[config.mk]
export PLATFORM = sky130hd
export DESIGN_NAME = led_cmd_ctrl_flat
export DESIGN_NICKNAME = d
export VERILOG_FILES = /design/src/rtl/led_cmd_pkg.sv /design/src/rtl/led_cmd_ctrl_if.sv /design/src/rtl/led_cmd_timeout.sv /design/src/rtl/led_cmd_ctrl.sv /design/src/flat_wrapper.sv
export SDC_FILE = /design/constraint.sdc
export NUM_CORES = 1
export LEC_CHECK = 0
export CAP_MARGIN = 20
export CORE_MARGIN = 2
export CORE_UTILIZATION = 50
export DETAILED_ROUTE_END_ITERATION = 10
export PLACE_DENSITY_LB_ADDON = 0.3
export SKIP_CTS_REPAIR_TIMING = 1
export SYNTH_ARGS = -nofsm -noshare
export SYNTH_HDL_FRONTEND = slang
export SYNTH_SLANG_ARGS = --single-unit
export TNS_END_PERCENT = 50
[constraint.sdc]
create_clock -name sys_clk -period 2.5 [get_ports sys_clk]
set_clock_uncertainty 0.2 [all_clocks]
set_input_delay 0.5 -clock sys_clk [delete_from_list [all_inputs] [get_ports sys_clk]]
set_output_delay 0.5 -clock sys_clk [all_outputs]
set_load 0.05 [all_outputs]
[src/rtl/led_cmd_pkg.sv]
// -----------------------------------------------------------------------------
// led_cmd_pkg -- shared types and constants for the LED command controller.
//
// Contents:
//   HEADER_DEFAULT  default frame start byte
//   FRAME_LEN       bytes per frame including the header (6, or 7 with CHK)
//   state_t         frame-parser FSM state encoding
//
// Build option: define LED_CMD_CHKSUM_EN to add the trailing checksum byte.
// -----------------------------------------------------------------------------
package led_cmd_pkg;

   localparam logic [7:0] HEADER_DEFAULT = 8'h55;

   localparam int unsigned FRAME_LEN_BASE = 6;
   localparam int unsigned FRAME_LEN_CHK  = 7;

`ifdef LED_CMD_CHKSUM_EN
   localparam int unsigned FRAME_LEN = FRAME_LEN_CHK;
`else
   localparam int unsigned FRAME_LEN = FRAME_LEN_BASE;
`endif

   // Each state names the byte the parser is waiting for next.
   typedef enum logic [2:0] {
      ST_IDLE,
      ST_PAT,
      ST_T3,
      ST_T2,
      ST_T1,
      ST_T0
`ifdef LED_CMD_CHKSUM_EN
      ,
      ST_CHK
`endif
   } state_t;

endpackage : led_cmd_pkg

[src/rtl/led_cmd_ctrl_if.sv]
// -----------------------------------------------------------------------------
// led_cmd_ctrl_if -- received-byte stream from the UART receiver.
//
// Signals:
//   rx_data   [7:0]  received byte
//   rx_valid         one-cycle strobe qualifying rx_data
//
// Modports:
//   master  UART receiver side (drives the stream)
//   slave   command controller side (consumes the stream)
// -----------------------------------------------------------------------------
interface led_cmd_ctrl_if;

   logic [7:0] rx_data;
   logic       rx_valid;

   modport master (output rx_data, output rx_valid);
   modport slave  (input  rx_data, input  rx_valid);

endinterface : led_cmd_ctrl_if

[src/rtl/led_cmd_timeout.sv]
// -----------------------------------------------------------------------------
// led_cmd_timeout -- inter-byte timeout counter.
//
// Ports:
//   sys_clk    clock, rising edge
//   rst_n      synchronous active-low reset
//   clear_i    restart the count (a byte arrived)
//   enable_i   count while a frame is in progress; low holds the count at 0
//   expire_o   one-cycle pulse in the TIMEOUT_CYC-th consecutive idle cycle
//
// expire_o is suppressed when clear_i is high in the same cycle, so a byte
// arriving exactly at expiry wins over the timeout.
// -----------------------------------------------------------------------------
module led_cmd_timeout #(
   parameter logic [31:0] TIMEOUT_CYC = 32'd500_000
) (
   input  logic sys_clk,
   input  logic rst_n,
   input  logic clear_i,
   input  logic enable_i,
   output logic expire_o
);

   logic [31:0] cnt_q;
   logic [31:0] cnt_d;

   // cnt_q holds the number of idle cycles already completed, so the cycle
   // in which it equals TIMEOUT_CYC-1 is the TIMEOUT_CYC-th idle cycle.
   assign expire_o = enable_i && !clear_i && (cnt_q == TIMEOUT_CYC - 32'd1);

   always_comb begin
      cnt_d = cnt_q + 32'd1;
      if (clear_i || !enable_i || expire_o) begin
         cnt_d = '0;
      end
   end

   // NOTE: sequential state uses non-blocking assignments so every register
   // samples pre-edge values; blocking here would create order-dependent races.
   always_ff @(posedge sys_clk) begin
      if (!rst_n) begin
         cnt_q <= '0;
      end else begin
         cnt_q <= cnt_d;
      end
   end

endmodule : led_cmd_timeout

[src/rtl/led_cmd_ctrl.sv]
// -----------------------------------------------------------------------------
// led_cmd_ctrl -- parses LED configuration frames from a UART byte stream.
//
// Frame: HEADER, PAT, T3, T2, T1, T0 [, CHK]   (time word MSB first)
//
// Ports:
//   sys_clk     clock, rising edge
//   rst_n       synchronous active-low reset
//   rx          led_cmd_ctrl_if.slave: rx_data / rx_valid byte stream
//   ctrl        registered LED pattern
//   time_ctrl   registered per-bit LED period in cycles
//   cfg_update  one-cycle pulse when ctrl/time_ctrl are loaded
//   frame_err   one-cycle pulse on a rejected or timed-out frame
//   busy        high while a frame is partially received
//
// Build option: LED_CMD_CHKSUM_EN adds a trailing CHK byte holding the
// modulo-256 sum of PAT..T0; a mismatch rejects the frame.
// -----------------------------------------------------------------------------
module led_cmd_ctrl
   import led_cmd_pkg::*;
#(
   parameter logic [7:0]  HEADER      = HEADER_DEFAULT,
   parameter logic [7:0]  CTRL_RST    = 8'h00,
   parameter logic [31:0] TIME_RST    = 32'd50_000_000,
   parameter logic [31:0] TIMEOUT_CYC = 32'd500_000
) (
   input  logic                 sys_clk,
   input  logic                 rst_n,
   led_cmd_ctrl_if.slave        rx,
   output logic [7:0]           ctrl,
   output logic [31:0]          time_ctrl,
   output logic                 cfg_update,
   output logic                 frame_err,
   output logic                 busy
);

   state_t      state_q;
   logic [7:0]  pat_q;        // shadow pattern
   logic [31:0] time_sh_q;    // shadow time word
   logic [7:0]  ctrl_q;
   logic [31:0] time_ctrl_q;
   logic        cfg_update_q;
   logic        frame_err_q;
   logic        timeout_expire;

   assign busy = (state_q != ST_IDLE);

   led_cmd_timeout #(
      .TIMEOUT_CYC (TIMEOUT_CYC)
   ) u_timeout (
      .sys_clk  (sys_clk),
      .rst_n    (rst_n),
      .clear_i  (rx.rx_valid),
      .enable_i (busy),
      .expire_o (timeout_expire)
   );

`ifdef LED_CMD_CHKSUM_EN
   logic [7:0] chk_sum;
   assign chk_sum = pat_q + time_sh_q[31:24] + time_sh_q[23:16]
                  + time_sh_q[15:8] + time_sh_q[7:0];
`else
   // T0 is the final byte: its value is not in the shadow yet, so the
   // zero-time check looks at the word as it will be loaded.
   logic [31:0] time_final;
   assign time_final = {time_sh_q[31:8], rx.rx_data};
`endif

   // NOTE: reset here is synchronous (sampled on the clock edge), matching
   // the rest of this clock domain; the shadows are plain registers, not a
   // memory, so clearing them in reset is cheap.
   always_ff @(posedge sys_clk) begin
      if (!rst_n) begin
         state_q      <= ST_IDLE;
         pat_q        <= '0;
         time_sh_q    <= '0;
         ctrl_q       <= CTRL_RST;
         time_ctrl_q  <= TIME_RST;
         cfg_update_q <= 1'b0;
         frame_err_q  <= 1'b0;
      end else begin
         cfg_update_q <= 1'b0;
         frame_err_q  <= 1'b0;

         if (rx.rx_valid) begin
            case (state_q)
               ST_IDLE: begin
                  // Non-header bytes outside a frame are silently dropped.
                  if (rx.rx_data == HEADER) begin
                     state_q <= ST_PAT;
                  end
               end
               // A HEADER value inside a frame is just data: no resync.
               ST_PAT: begin
                  pat_q   <= rx.rx_data;
                  state_q <= ST_T3;
               end
               ST_T3: begin
                  time_sh_q[31:24] <= rx.rx_data;
                  state_q          <= ST_T2;
               end
               ST_T2: begin
                  time_sh_q[23:16] <= rx.rx_data;
                  state_q          <= ST_T1;
               end
               ST_T1: begin
                  time_sh_q[15:8] <= rx.rx_data;
                  state_q         <= ST_T0;
               end
`ifdef LED_CMD_CHKSUM_EN
               ST_T0: begin
                  time_sh_q[7:0] <= rx.rx_data;
                  state_q        <= ST_CHK;
               end
               ST_CHK: begin
                  if ((time_sh_q == 32'd0) || (rx.rx_data != chk_sum)) begin
                     frame_err_q <= 1'b1;
                  end else begin
                     ctrl_q       <= pat_q;
                     time_ctrl_q  <= time_sh_q;
                     cfg_update_q <= 1'b1;
                  end
                  state_q <= ST_IDLE;
               end
`else
               ST_T0: begin
                  time_sh_q[7:0] <= rx.rx_data;
                  if (time_final == 32'd0) begin
                     frame_err_q <= 1'b1;
                  end else begin
                     ctrl_q       <= pat_q;
                     time_ctrl_q  <= time_final;
                     cfg_update_q <= 1'b1;
                  end
                  state_q <= ST_IDLE;
               end
`endif
               default: state_q <= ST_IDLE;
            endcase
         end else if (timeout_expire) begin
            // Abandon the partial frame; ctrl/time_ctrl keep their values.
            frame_err_q <= 1'b1;
            state_q     <= ST_IDLE;
         end
      end
   end

   assign ctrl       = ctrl_q;
   assign time_ctrl  = time_ctrl_q;
   assign cfg_update = cfg_update_q;
   assign frame_err  = frame_err_q;

endmodule : led_cmd_ctrl

[src/flat_wrapper.sv]
// flat-port wrapper written by rule: the top's interface ports become plain ports
module led_cmd_ctrl_flat import led_cmd_pkg::*;
#(
   parameter logic [7:0]  HEADER      = HEADER_DEFAULT,
   parameter logic [7:0]  CTRL_RST    = 8'h00,
   parameter logic [31:0] TIME_RST    = 32'd50_000_000,
   parameter logic [31:0] TIMEOUT_CYC = 32'd500_000
)
  (sys_clk, rst_n, ctrl, time_ctrl, cfg_update, frame_err, busy, rx_rx_data, rx_rx_valid);
  led_cmd_ctrl_if rx_i ();
  input  logic sys_clk;
  input  logic rst_n;
  output logic [7:0] ctrl;
  output logic [31:0] time_ctrl;
  output logic cfg_update;
  output logic frame_err;
  output logic busy;
  input wire logic [$bits(rx_i.rx_data)-1:0] rx_rx_data;
  input wire logic [$bits(rx_i.rx_valid)-1:0] rx_rx_valid;
  assign rx_i.rx_data = rx_rx_data;
  assign rx_i.rx_valid = rx_rx_valid;
  led_cmd_ctrl #(.HEADER(HEADER), .CTRL_RST(CTRL_RST), .TIME_RST(TIME_RST), .TIMEOUT_CYC(TIMEOUT_CYC)) u_core (.sys_clk(sys_clk), .rst_n(rst_n), .rx(rx_i), .ctrl(ctrl), .time_ctrl(time_ctrl), .cfg_update(cfg_update), .frame_err(frame_err), .busy(busy));
endmodule
Yosys cells after proc, flatten, opt, wreduce, memory -nomap -nowiden
Cells that the tools add are included.
{ "totals": {"regBits": 109, "in_bits": 11, "out_inout_bits": 43, "elab_cells": 48} }
{ "classes": {"n_addsub": 1, "n_eq_ne": 8, "muxes": 9, "bitwise": 2, "reduce_logical": 18} }
{ "op_table": {"columns": ["cell", "count"], "rows": [
  ["adder 32 x 1 -> 32 bit (second input constant)", 1],
  ["equality test 32 x 19 -> 1 bit (second input constant)", 1],
  ["logical NOT 32 bit", 1],
  ["one-hot mux 3 bit (5 select lines)", 1],
  ["AND reduction 2 bit", 5],
  ["two-way mux 3 bit", 3],
  ["equality test 8 x 7 -> 1 bit (second input constant)", 1],
  ["equality test 3 x 2 -> 1 bit (second input constant)", 2],
  ["equality test 3 bit (second input constant)", 2],
  ["AND reduction 3 bit", 2],
  ["two-way mux 1 bit", 5],
  ["equality test 3 x 1 -> 1 bit (second input constant)", 1],
  ["logical NOT 3 bit", 1],
  ["inequality test 3 x 2 -> 1 bit (second input constant)", 1],
  ["nonzero test 3 bit", 1],
  ["logical AND 1 bit", 2],
  ["logical NOT 1 bit", 2],
  ["logical OR 1 bit", 2],
  ["NOT 1 bit", 2],
  ["nonzero test 2 bit", 1],
  ["OR reduction 2 bit", 1]
]} }

Logic depth before layout (Yosys ltp)
Gate-level depths: netlist (run 1).
{ "depth": {"word_depth": 5, "mapped_depth": 6} }

Cells and area by module
Synthesis (run 1) repeated with hierarchy kept, for this count alone.
{ "hier_totals": {"hier_cells": 511, "area_unflattened_um2": 4727.0} }
{ "by_module_without_submodules": {"columns": ["module", "n_inst", "cells_per_inst", "area_per_inst_um2"], "rows": [
  ["led_cmd_ctrl", 1, 329, 3200.6],
  ["led_cmd_timeout", 1, 182, 1526.5]
]} }

Worst setup path before layout (run 1)
Ideal clock, no wire load.
{ "synth_path": {"path_type": "register to register", "from": "reg u_core.u_timeout.cnt_q[0]", "to": "reg u_core.u_timeout.cnt_q[28]", "setup_time_ps": 86, "arrival_time_ps": 2041, "required_ps": 2214, "setup_slack_ps": 174, "stages_incl_launch_ff": 7, "synth_period_minus_slack_ps": 2326, "cell_sequence": "dfxtp_1 > ha_1 > nand4_2 > or4_4 > buf_6 > or4_1 > a211oi_1"} }
{ "synth_via": {"elab_chain_cells": 4} }
{ "synth_rtl": {"columns": ["item", "line", "source"], "rows": [
  ["start, declared", "led_cmd_timeout.sv:24", "logic [31:0] cnt_q;"],
  ["start signal, assigned", "led_cmd_timeout.sv:44", "cnt_q <= cnt_d;"],
  ["branches (longest 4 deep; another with adder 32 x 1 -> 32 bit)", null, null]
]} }
Several ways; the timed one is not identified.
A chain may end at the register's enable or synchronous reset.

Worst setup path after layout (run 1)
{ "layout_path": {"from": "reg u_core.u_timeout.cnt_q[0]", "to": "reg u_core.u_timeout.cnt_q[30]"} }
Same word-level chain as after synthesis.

==> key figures, run 1 <==
Outcome
  – Status: complete, no violations

STA
  – Min cycle time layout: 2.33 ns
  – Fmax achieved: 429 MHz
  – Slew HR: around 61%
  – Setup TNS: 0 ns
  – Worst setup margin: between 0.15 and 0.2 ns
  – Post-route clock period utilization: 93.3%
  – Worst-Margin Slew: 0.585 ns
  – # setup viols final: 0
  – RSZ-0062 raised after global routing: no
  – Final hold vios: 0
  – Max-slew violation count: 0

Floorplanning
  – FP Rows: 35
  – Core ar.: around 9100 sq um
  – Top Ports: 54
  – Die Y: between 100 and 150 um
  – Die ar.: ~10000 sq um
  – Die Wd: 100 um
  – Initial core utilization: 50.9%

Synthesis
  – Number of synthesized register bits: about 110
  – Post-synthesis simple-gate area fraction: a little over a quarter
  – Post-Syn Area: 4640 sq um
  – Yosys Warn Count: 0
  – Mux cell area share after synthesis: between 10% and 20%
  – Main combinational cell family by area after synthesis: simple AND/OR/NAND/NOR gates
  – EDFF count, synth: 0
  – Syn_area_per_cell: around 8.7 sq um
  – Leading area contributor after synthesis: dfxtp_1
  – Ranking of synthesized cells by area: dfxtp_1 (47%), mux2i_1 (10%), nand2_1 (9.4%)
  – Post-synth ARST share: 0%
  – Yosys top cell area share: 47.0%
  – Unique masters post-synth: 43
  – Seq/Total Area, Yosys: between 40% and 50%
  – Primary FF master, synth: dfxtp_1
  – Synth Instances: between 500 and 600
  – Synth Area in XOR/XNOR: under 10%
  – Adder-Cell Fraction of Synth Area: 0.270%
  – Syn nets: approximately 550
  – Compound-Gate Fraction of Synth Area: slightly below 9%

Global route
  – Met2 usage: around two fifths
  – Met3 Resource Use GR: under 10%
  – Pin count of the biggest net entering global routing: 60
  – GRT met1 Usage: between 20% and 30%
  – Grt ovf: 0
  – Total GRT Usage: around 22%
  – First-pass GRT wire length: around 18 mm
  – Antenna violations before repair: 0
  – Vias in the first global route: 3784
  – Busiest layer in global routing: met2

Setup path
  – Crit start category: flop
  – Delay-heaviest family, CP: simple AND/OR/NAND/NOR gates
  – CP max stage cell: or4_4
  – CP arrival: 2.42 ns
  – Reg2reg start: u_core.u_timeout.cnt_q[0]
  – Reg2reg setup slack: 0.17 ns
  – Worst Path Buf+Inv: 0
  – Required time worst endpoint: around 2.6 ns
  – Slowest stage delay, CP: 0.65 ns
  – Crit Path Category: reg -> reg
  – Maximum fanout along the worst path: 12
  – Worst reg2reg path endpoint: u_core.u_timeout.cnt_q[30]
  – Critical path endpoint category: flop
  – Critical-path cell list: ha_1 -> nand4_2 -> or4_4 -> or4_1 -> a211oi_1
  – Worst R2R Path Depth: 5

Min path
  – Hold path depth: 2
  – Hold Startpoint: u_core.pat_q[7]
  – Hold Crit Class: reg -> reg
  – Hold endpoint: u_core.ctrl[7]

Final layout
  – Area Growth Syn to Fin: 20.5%
  – Fillers: 796
  – Final-stage net count: ~610
  – Commonest cells after routing, fill and taps aside: nand2_1 (116), dfxtp_1 (109), clkdlybuf4s50_1 (51)
  – Layout cells sized above 1: ~8%
  – Most common cell after layout, fill and taps aside: nand2_1
  – # diodes: 0

Clock tree
  – Worst skew pair latency: ~0.37 ns
  – CTS tree: built
  – H-tree lvl count: 3
  – Total CTS buffers: 9
  – Clock sink count: approximately 110
  – Clk root buf: clkbuf_8
  – Worst-path clk slew: about 0.10 ns
  – Clock Tree Buf Depth: 2

Detailed routing
  – Drc violations: 0
  – DRT Pass-1 Iters: 5
  – Vias: around 4000
  – Routed WL: 10.8 mm
  – Vias/cell: approximately 5.6
  – Initial DRC count: ~190
  – Detail Route Antenna Nets: 0
  – Per-cell routed wire length: approximately 15 um

Job
  – Number of max-cap violations: 0

Placed design
  – RePlAce Congestion: 0.838
  – Port Buffer Count: 53
  – Placed wire-length estimate: 7.58 mm
  – Setup WS pre-CTS: about 0.097 ns

Pwr
  – Leakage power: 0.00176 uW
  – Maximum VDD drop: about 330 uV
  – Power Density: 498 nW/um^2
==> worst max-delay path by stage <==
| stage | end | start | depth (start not counted) |
|---|---|---|---|
| finish | u_core.u_timeout.cnt_q[30] | u_core.u_timeout.cnt_q[0] | 5 |
| global route | u_core.u_timeout.cnt_q[30] | u_core.u_timeout.cnt_q[1] | 5 |
| CTS | busy | u_core.state_q[2] | 3 |
| detailed placement | u_core.cfg_update | rx_rx_data[7] | 7 |
| global placement | u_core.cfg_update | rx_rx_data[7] | 7 |
| floorplan | u_core.u_timeout.cnt_q[28] | u_core.u_timeout.cnt_q[0] | 6 |
==> state kept, by name, indices dropped and copies added (netlist names) <==
signal and count:
u_core.cfg_update 1, u_core.state_q 3, u_core.frame_err 1, u_core.pat_q 8
u_core.ctrl 8, u_core.u_timeout.cnt_q 32, u_core.time_sh_q 24, u_core.time_ctrl 32
==> cell type report <==
type / count / area, sq um / share of cell area (%)
Inverter: 7 / 26.3 / 0.470
Multi-Input combinational cell: 386 / 2310 / 41.3
Clock buffer: 12 / 135 / 2.42
Timing Repair Buffer: 80 / 768 / 13.7
Sequential cell: 109 / 2180 / 39.0
Tap cell: 111 / 139 / 2.48
Clock inverter: 4 / 32.5 / 0.582
==> cells by family after synthesis <==
logic type	after synthesis
XOR/XNOR	14
multiplexers	48
buffers and inverters	40
AO/OA/AOI/OAI	64
adder cells (fa/ha/maj)	1
flip-flops	109
AND/OR/NAND/NOR	259
==> stage by stage <==
step	std cells	instance area (sq um)	power, uW	hold WS, ns	utilization [%]
6_report	709	5590	2780	0.259	61.4
5_1_grt	709	5590	2870	0.282	61.4
4_1_cts	709	5590	2800	0.262	61.4
3_5_place_dp	693	5420	1870	0.245	59.5
3_3_place_gp	693	5420	1860	0.242	59.5
2_1_floorplan	535	4640	1810	0.237	-
==> synthesized netlist by cell type, drive strengths merged, types with 2 or more instances <==
master,instances
xnor2,8
nand3,15
o21ai,8
inv,6
nand4b,2
a211oi,16
xor2,6
clkbuf,27
and4,9
and3,4
mux2i,48
dfxtp,109
nand2,116
or3,6
nand4,11
nor4,16
nor4b,3
nor2b,4
o31ai,8
nor2,37
and2,4
nor3,20
buf,6
a21oi,25
or4,9
==> worst min-delay path: cells and delay by family (launching register included) <==
kind             cells  cell delay, ns
flip-flops           1            0.32
multiplexers         1            0.05
AND/OR/NAND/NOR      1            0.05
==> metal layers <==
| layer | part of all wire, % | routed length [um] |
|---|---|---|
| met5 | 0 | 0 |
| met1 | 43 | 4680 |
| met2 | 51 | 5530 |
| met4 | 1.4 | 149 |
| met3 | 3.8 | 409 |
==> power breakdown <==
group	leakage, uW	total (uW)	switching, uW	internal (uW)
Combinational	0.000803	90.9	58.3	32.6
Clock	0.0000772	959	589	370
Sequential	0.000878	1730	0.0998	1730
No activity file was read; power rests on OpenSTA's default activity.
==> run 2, diff against run 1 <==
--- a/config.mk
+++ b/config.mk
@@ -7,10 +7,9 @@
 export LEC_CHECK = 0
 export CAP_MARGIN = 20
 export CORE_MARGIN = 2
-export CORE_UTILIZATION = 50
+export CORE_UTILIZATION = 30
 export DETAILED_ROUTE_END_ITERATION = 10
 export PLACE_DENSITY_LB_ADDON = 0.3
-export SKIP_CTS_REPAIR_TIMING = 1
 export SYNTH_ARGS = -nofsm -noshare
 export SYNTH_HDL_FRONTEND = slang
 export SYNTH_SLANG_ARGS = --single-unit
==> run 2 against run 1 <==
  * Utilization fell by 23 points
  * Sequential share of layout area is 1.4 points lower
  * Routed wire length rose by 6.8%
  * Highest routed layer unchanged
==> key figures, run 2 (synthesis results as in run 1) <==
Final layout
  – Layout cells sized above 1: 8.54%
  – Commonest cells after routing, fill and taps aside: nand2_1 (116), dfxtp_1 (109), clkdlybuf4s50_1 (51)
  – Final-stage net count: 604
  – Final Cell Area: between 5000 and 6000 sq um
  – # diodes: 0
  – Finished Layout Cells: 785
  – FF+latch area: about 2200 sq um
  – Area Growth Syn to Fin: 25.0%
  – Fillers: 1532
  – Area occupied by multi-input gates: between 2000 and 2500 sq um
  – Most common cell after layout, fill and taps aside: nand2_1

Detailed routing
  – Vias: 3967
  – Detail Route Antenna Nets: 0
  – Drc violations: 0
  – DRT Pass-1 Iters: 4
  – Vias/cell: between 5 and 6
  – Initial DRC count: roughly 250
  – Per-cell routed wire length: around 15 um
  – Routed WL: around 12 mm

Clock tree
  – Total CTS buffers: 9
  – Clock Tree Buf Depth: 2
  – Setup Fix Bufs, Post-CTS: 0
  – Worst skew pair latency: 0.35 ns
  – Clock sink count: approximately 110
  – Worst-path clk slew: 0.07 ns
  – CTS-repair resized insts: 0
  – Clk root buf: clkbuf_16
  – Hold-fix buffers, CTS: 0
  – H-tree lvl count: 3
  – CTS tree: built

Floorplanning
  – Initial core utilization: 30.6%
  – Die Y: 128 um
  – Top Ports: 54
  – Core ar.: 15100 sq um
  – Die ar.: around 16000 sq um
  – Die Wd: 128 um
  – FP Rows: 45

Min path
  – Hold path depth: 2
  – Hold Crit Class: reg -> reg

Pwr
  – Power, Total: 3200 uW
  – Power Density: ~550 nW/um^2
  – Maximum VDD drop: 314 uV
  – Leakage power: 0.00180 uW

Global route
  – Grt ovf: 0
  – Antenna violations before repair: 0
  – Pin count of the biggest net entering global routing: 60
  – Vias in the first global route: between 3000 and 4000
  – First-pass GRT wire length: 18.9 mm
  – Total GRT Usage: around 14%

STA
  – Min cycle time layout: ~2.3 ns
  – Slew HR: between 50% and 60%
  – Worst-Margin Slew: 0.626 ns
  – # setup viols final: 0
  – Setup TNS: 0 ns
  – Max-slew violation count: 0
  – Fmax achieved: ~440 MHz
  – Final Hold Slack: 0.258 ns
  – RSZ-0062 raised after global routing: no
  – Post-route clock period utilization: between 90% and 100%
  – Final hold vios: 0

Setup path
  – Crit Path Category: reg -> reg
  – Reg2reg setup slack: 0.21 ns
  – Critical path endpoint category: flop
  – Maximum fanout along the worst path: 12
  – Required time worst endpoint: between 2 and 3 ns
  – CP arrival: 2.36 ns
  – Crit start category: flop
  – Worst R2R Path Depth: 5

Placed design
  – Port Buffer Count: between 50 and 60
  – Placed insts: just under 800
  – RePlAce Congestion: slightly above 0.8
  – Dpl cell area: 5520 sq um
  – Placed wire-length estimate: roughly 8 mm

Job
  – Number of max-cap violations: 0

Outcome
  – Status: complete, no violations
[run 2: cell count changes in the layout (fill, tap and decap cells not counted), sizes merged]
cell | before | now
clkbuf | 12 | 9
clkinv | 2 | 4
inv | 7 | 9
clkinvlp | 2 | 1
dlymetal6s2s | 1 | 0
[run 2: area by class of cell]
type | instances | area share [%]
Tap cell | 188 | 4.05
Timing Repair Buffer | 79 | 13.2
Clock inverter | 7 | 0.992
Multi-Input combinational cell | 386 | 39.8
Clock buffer | 9 | 3.88
Sequential cell | 109 | 37.6
Inverter | 7 | 0.453
[run 2: worst paths after layout]
| kind | endpoint | start |
|---|---|---|
| worst min register to register | u_core.time_ctrl[24] | u_core.time_ctrl[24] |
| worst min-delay path | u_core.time_ctrl[24] | u_core.time_ctrl[24] |
| worst max-delay path | u_core.u_timeout.cnt_q[30] | u_core.u_timeout.cnt_q[1] |
| worst max register to register | u_core.u_timeout.cnt_q[30] | u_core.u_timeout.cnt_q[1] |
[run 2: critical path, stage by stage (launching register included)]
cell      delay [ns]
dfxtp_1         0.34
ha_1            0.19
nand4_2         0.13
or4_4           0.63
or4_1           0.49
a211oi_1        0.23
[run 2: metal layers]
metal	up-vias	GRT usage (%)	wire length [um]
met2	62	23.8	5540
met3	9	3.45	468
met5	-	0	0
met1	1894	18.4	5390
li1	2002	-	-
met4	0	4.65	110
[run 2: per-stage QoR]
step / utilization [%] / setup slack [ns]
2_1_floorplan: - / 0.174
3_3_place_gp: 36.4 / 0.0240
3_5_place_dp: 36.4 / 0.0675
4_1_cts: 38.3 / 0.188
5_1_grt: 38.3 / 0.161
6_report: 38.3 / 0.213
[run 2: where the power goes]
group	switching (uW)	internal (uW)	total, uW
clock network	678	692	1370
logic	59.5	31.7	91.2
registers	0.101	1730	1730
==> run 3, diff against run 2 <==
--- a/config.mk
+++ b/config.mk
@@ -7,7 +7,7 @@
 export LEC_CHECK = 0
 export CAP_MARGIN = 20
 export CORE_MARGIN = 2
-export CORE_UTILIZATION = 30
+export CORE_UTILIZATION = 25
 export DETAILED_ROUTE_END_ITERATION = 10
 export PLACE_DENSITY_LB_ADDON = 0.3
 export SYNTH_ARGS = -nofsm -noshare
==> run 3 against run 2 <==
  * Count of clock-buffer cells in the layout grew 1
  * Critical path depth is the same
  * Die area grew 19%
  * Cell area up 1.6%
  * Via count up 0.71%
  * Critical path type unchanged
==> key figures, run 3 (synthesis results as in run 1) <==
Floorplanning
  – Die Y: 140 um
  – Initial core utilization: around 26%
  – Core ar.: about 18000 sq um
  – FP Rows: 49
  – Top Ports: 54
  – Die ar.: slightly below 20000 sq um
  – Die Wd: about 140 um

Setup path
  – Slowest stage delay, CP: about 0.64 ns
  – Crit Path Category: reg -> reg
  – Critical path endpoint category: flop
  – Crit start category: flop
  – Maximum fanout along the worst path: 12
  – Critical-path cell list: ha_1 -> nand4_2 -> or4_4 -> or4_1 -> a211oi_1
  – CP max stage cell: or4_4
  – CP arrival: about 2.4 ns
  – Required time worst endpoint: 2.57 ns

Final layout
  – Final design utilization: roughly a third
  – Fillers: 1880
  – Final-stage net count: around 600
  – Commonest cells after routing, fill and taps aside: nand2_1 (116), dfxtp_1 (109), clkdlybuf4s50_1 (51)
  – Finished Layout Cells: between 800 and 900
  – Most common cell after layout, fill and taps aside: nand2_1
  – Layout cells sized above 1: 8.54%
  – Area Growth Syn to Fin: 27.0%
  – # diodes: 0

STA
  – Setup TNS: 0 ns
  – Max-slew violation count: 0
  – Min cycle time layout: approximately 2.3 ns
  – Final hold vios: 0
  – Slew HR: between 50% and 60%
  – Fmax achieved: roughly 430 MHz
  – Worst-Margin Slew: 0.631 ns
  – Post-route clock period utilization: between 90% and 100%
  – # setup viols final: 0
  – RSZ-0062 raised after global routing: no

Pwr
  – Power, Total: about 3300 uW
  – Power Density: between 500 and 600 nW/um^2
  – Leakage power: 0.00181 uW
  – Maximum VDD drop: approximately 340 uV

Global route
  – Total GRT Usage: between 10% and 20%
  – Vias in the first global route: 3814
  – Grt ovf: 0
  – Antenna violations before repair: 0
  – First-pass GRT wire length: between 20 and 25 mm
  – Pin count of the biggest net entering global routing: 60

Outcome
  – Status: complete, no violations

Detailed routing
  – Met2 Wirelength: around 5.6 mm
  – Per-cell routed wire length: 14.5 um
  – Drc violations: 0
  – Detail Route Antenna Nets: 0
  – Initial DRC count: roughly 240
  – Vias: roughly 4000
  – DR WL met3: between 500 and 600 um
  – Vias/cell: just under 5
  – Routed WL: about 12 mm
  – DRT Pass-1 Iters: 4
  – Met1 wire length: about 5.6 mm
  – Top sig layer: met4

Min path
  – Hold Crit Class: reg -> reg

Placed design
  – Port Buffer Count: 53
  – RePlAce Congestion: around 0.82
  – Placed insts: 810
  – Placed wire-length estimate: about 8.4 mm

Clock tree
  – Clock sink count: 109
  – Worst-path clk slew: about 0.07 ns
  – CTS tree: built
  – Clk root buf: clkbuf_16
  – Clock Tree Buf Depth: 2
  – Worst skew pair latency: ~0.36 ns
  – H-tree lvl count: 3
  – Total CTS buffers: 9

Job
  – Number of max-cap violations: 0
run 3: cell count changes in the layout (fill, tap and decap cells not counted):
cell and delta:
nor2_2 +1, clkbuf_8 +1, clkinv_8 +1, dlygate4sd2_1 +1
buf_4 -1, inv_8 -2, nor2_1 -1, inv_6 +1
clkinv_2 -2, bufinv_16 +1
run 3: metal layers:
layer  global-route usage [%]  vias to the layer above
li1                         -                     2007
met4                     4.47                        0
met5                        0                        -
met1                     16.2                     1885
met3                     2.77                       12
met2                     20.7                       91
run 3: repair_timing:
action,CTS,global route
buffers inserted,0,0
endpoints found under the setup margin,1,0
hold buffers,0,0
resized for setup,1,0
run 3: final cells by class:
type	instances	area, sq um	share of cell area (%)
multi-input cells	386	2310	39.2
flip-flops and latches	109	2180	37.0
repair buffers	79	769	13.1
well taps	229	287	4.86
clock buffers	10	239	4.06
clock inverters	6	80.1	1.36
inverters	7	26.3	0.446
run 3: final timing paths:
check,slack (ns),cells past startpoint,start,endpoint
worst max-delay path,0.16,5,u_core.u_timeout.cnt_q[0],u_core.u_timeout.cnt_q[30]
worst min-delay path,0.26,2,u_core.time_ctrl[9],u_core.time_ctrl[9]
worst max register to register,0.16,5,u_core.u_timeout.cnt_q[0],u_core.u_timeout.cnt_q[30]
worst min register to register,0.26,2,u_core.time_ctrl[9],u_core.time_ctrl[9]
run 3: stage by stage:
stage,hold WS [ns],worst slack [ns],cell area (sq um)
global placement,0.243,0.0173,5580
CTS,0.263,0.169,5890
floorplan,0.237,0.174,4640
detailed placement,0.252,0.0625,5580
finish,0.260,0.160,5890
global route,0.288,0.000336,5890
run 3: worst max-delay path: cells and delay by family (launching register included):
| kind | cells | cell delay, ns |
|---|---|---|
| compound gates | 1 | 0.23 |
| flops | 1 | 0.34 |
| fa+ha+maj | 1 | 0.20 |
| simple gates | 3 | 1.28 |
run 3: power by group:
part | total (uW) | internal, uW | switching (uW) | leakage, uW
registers | 1730 | 1730 | 0.0966 | 0.000878
logic | 94.0 | 32.7 | 61.3 | 0.000783
clock network | 1500 | 822 | 683 | 0.000152
total | 3330 | 2590 | 744 | 0.00181
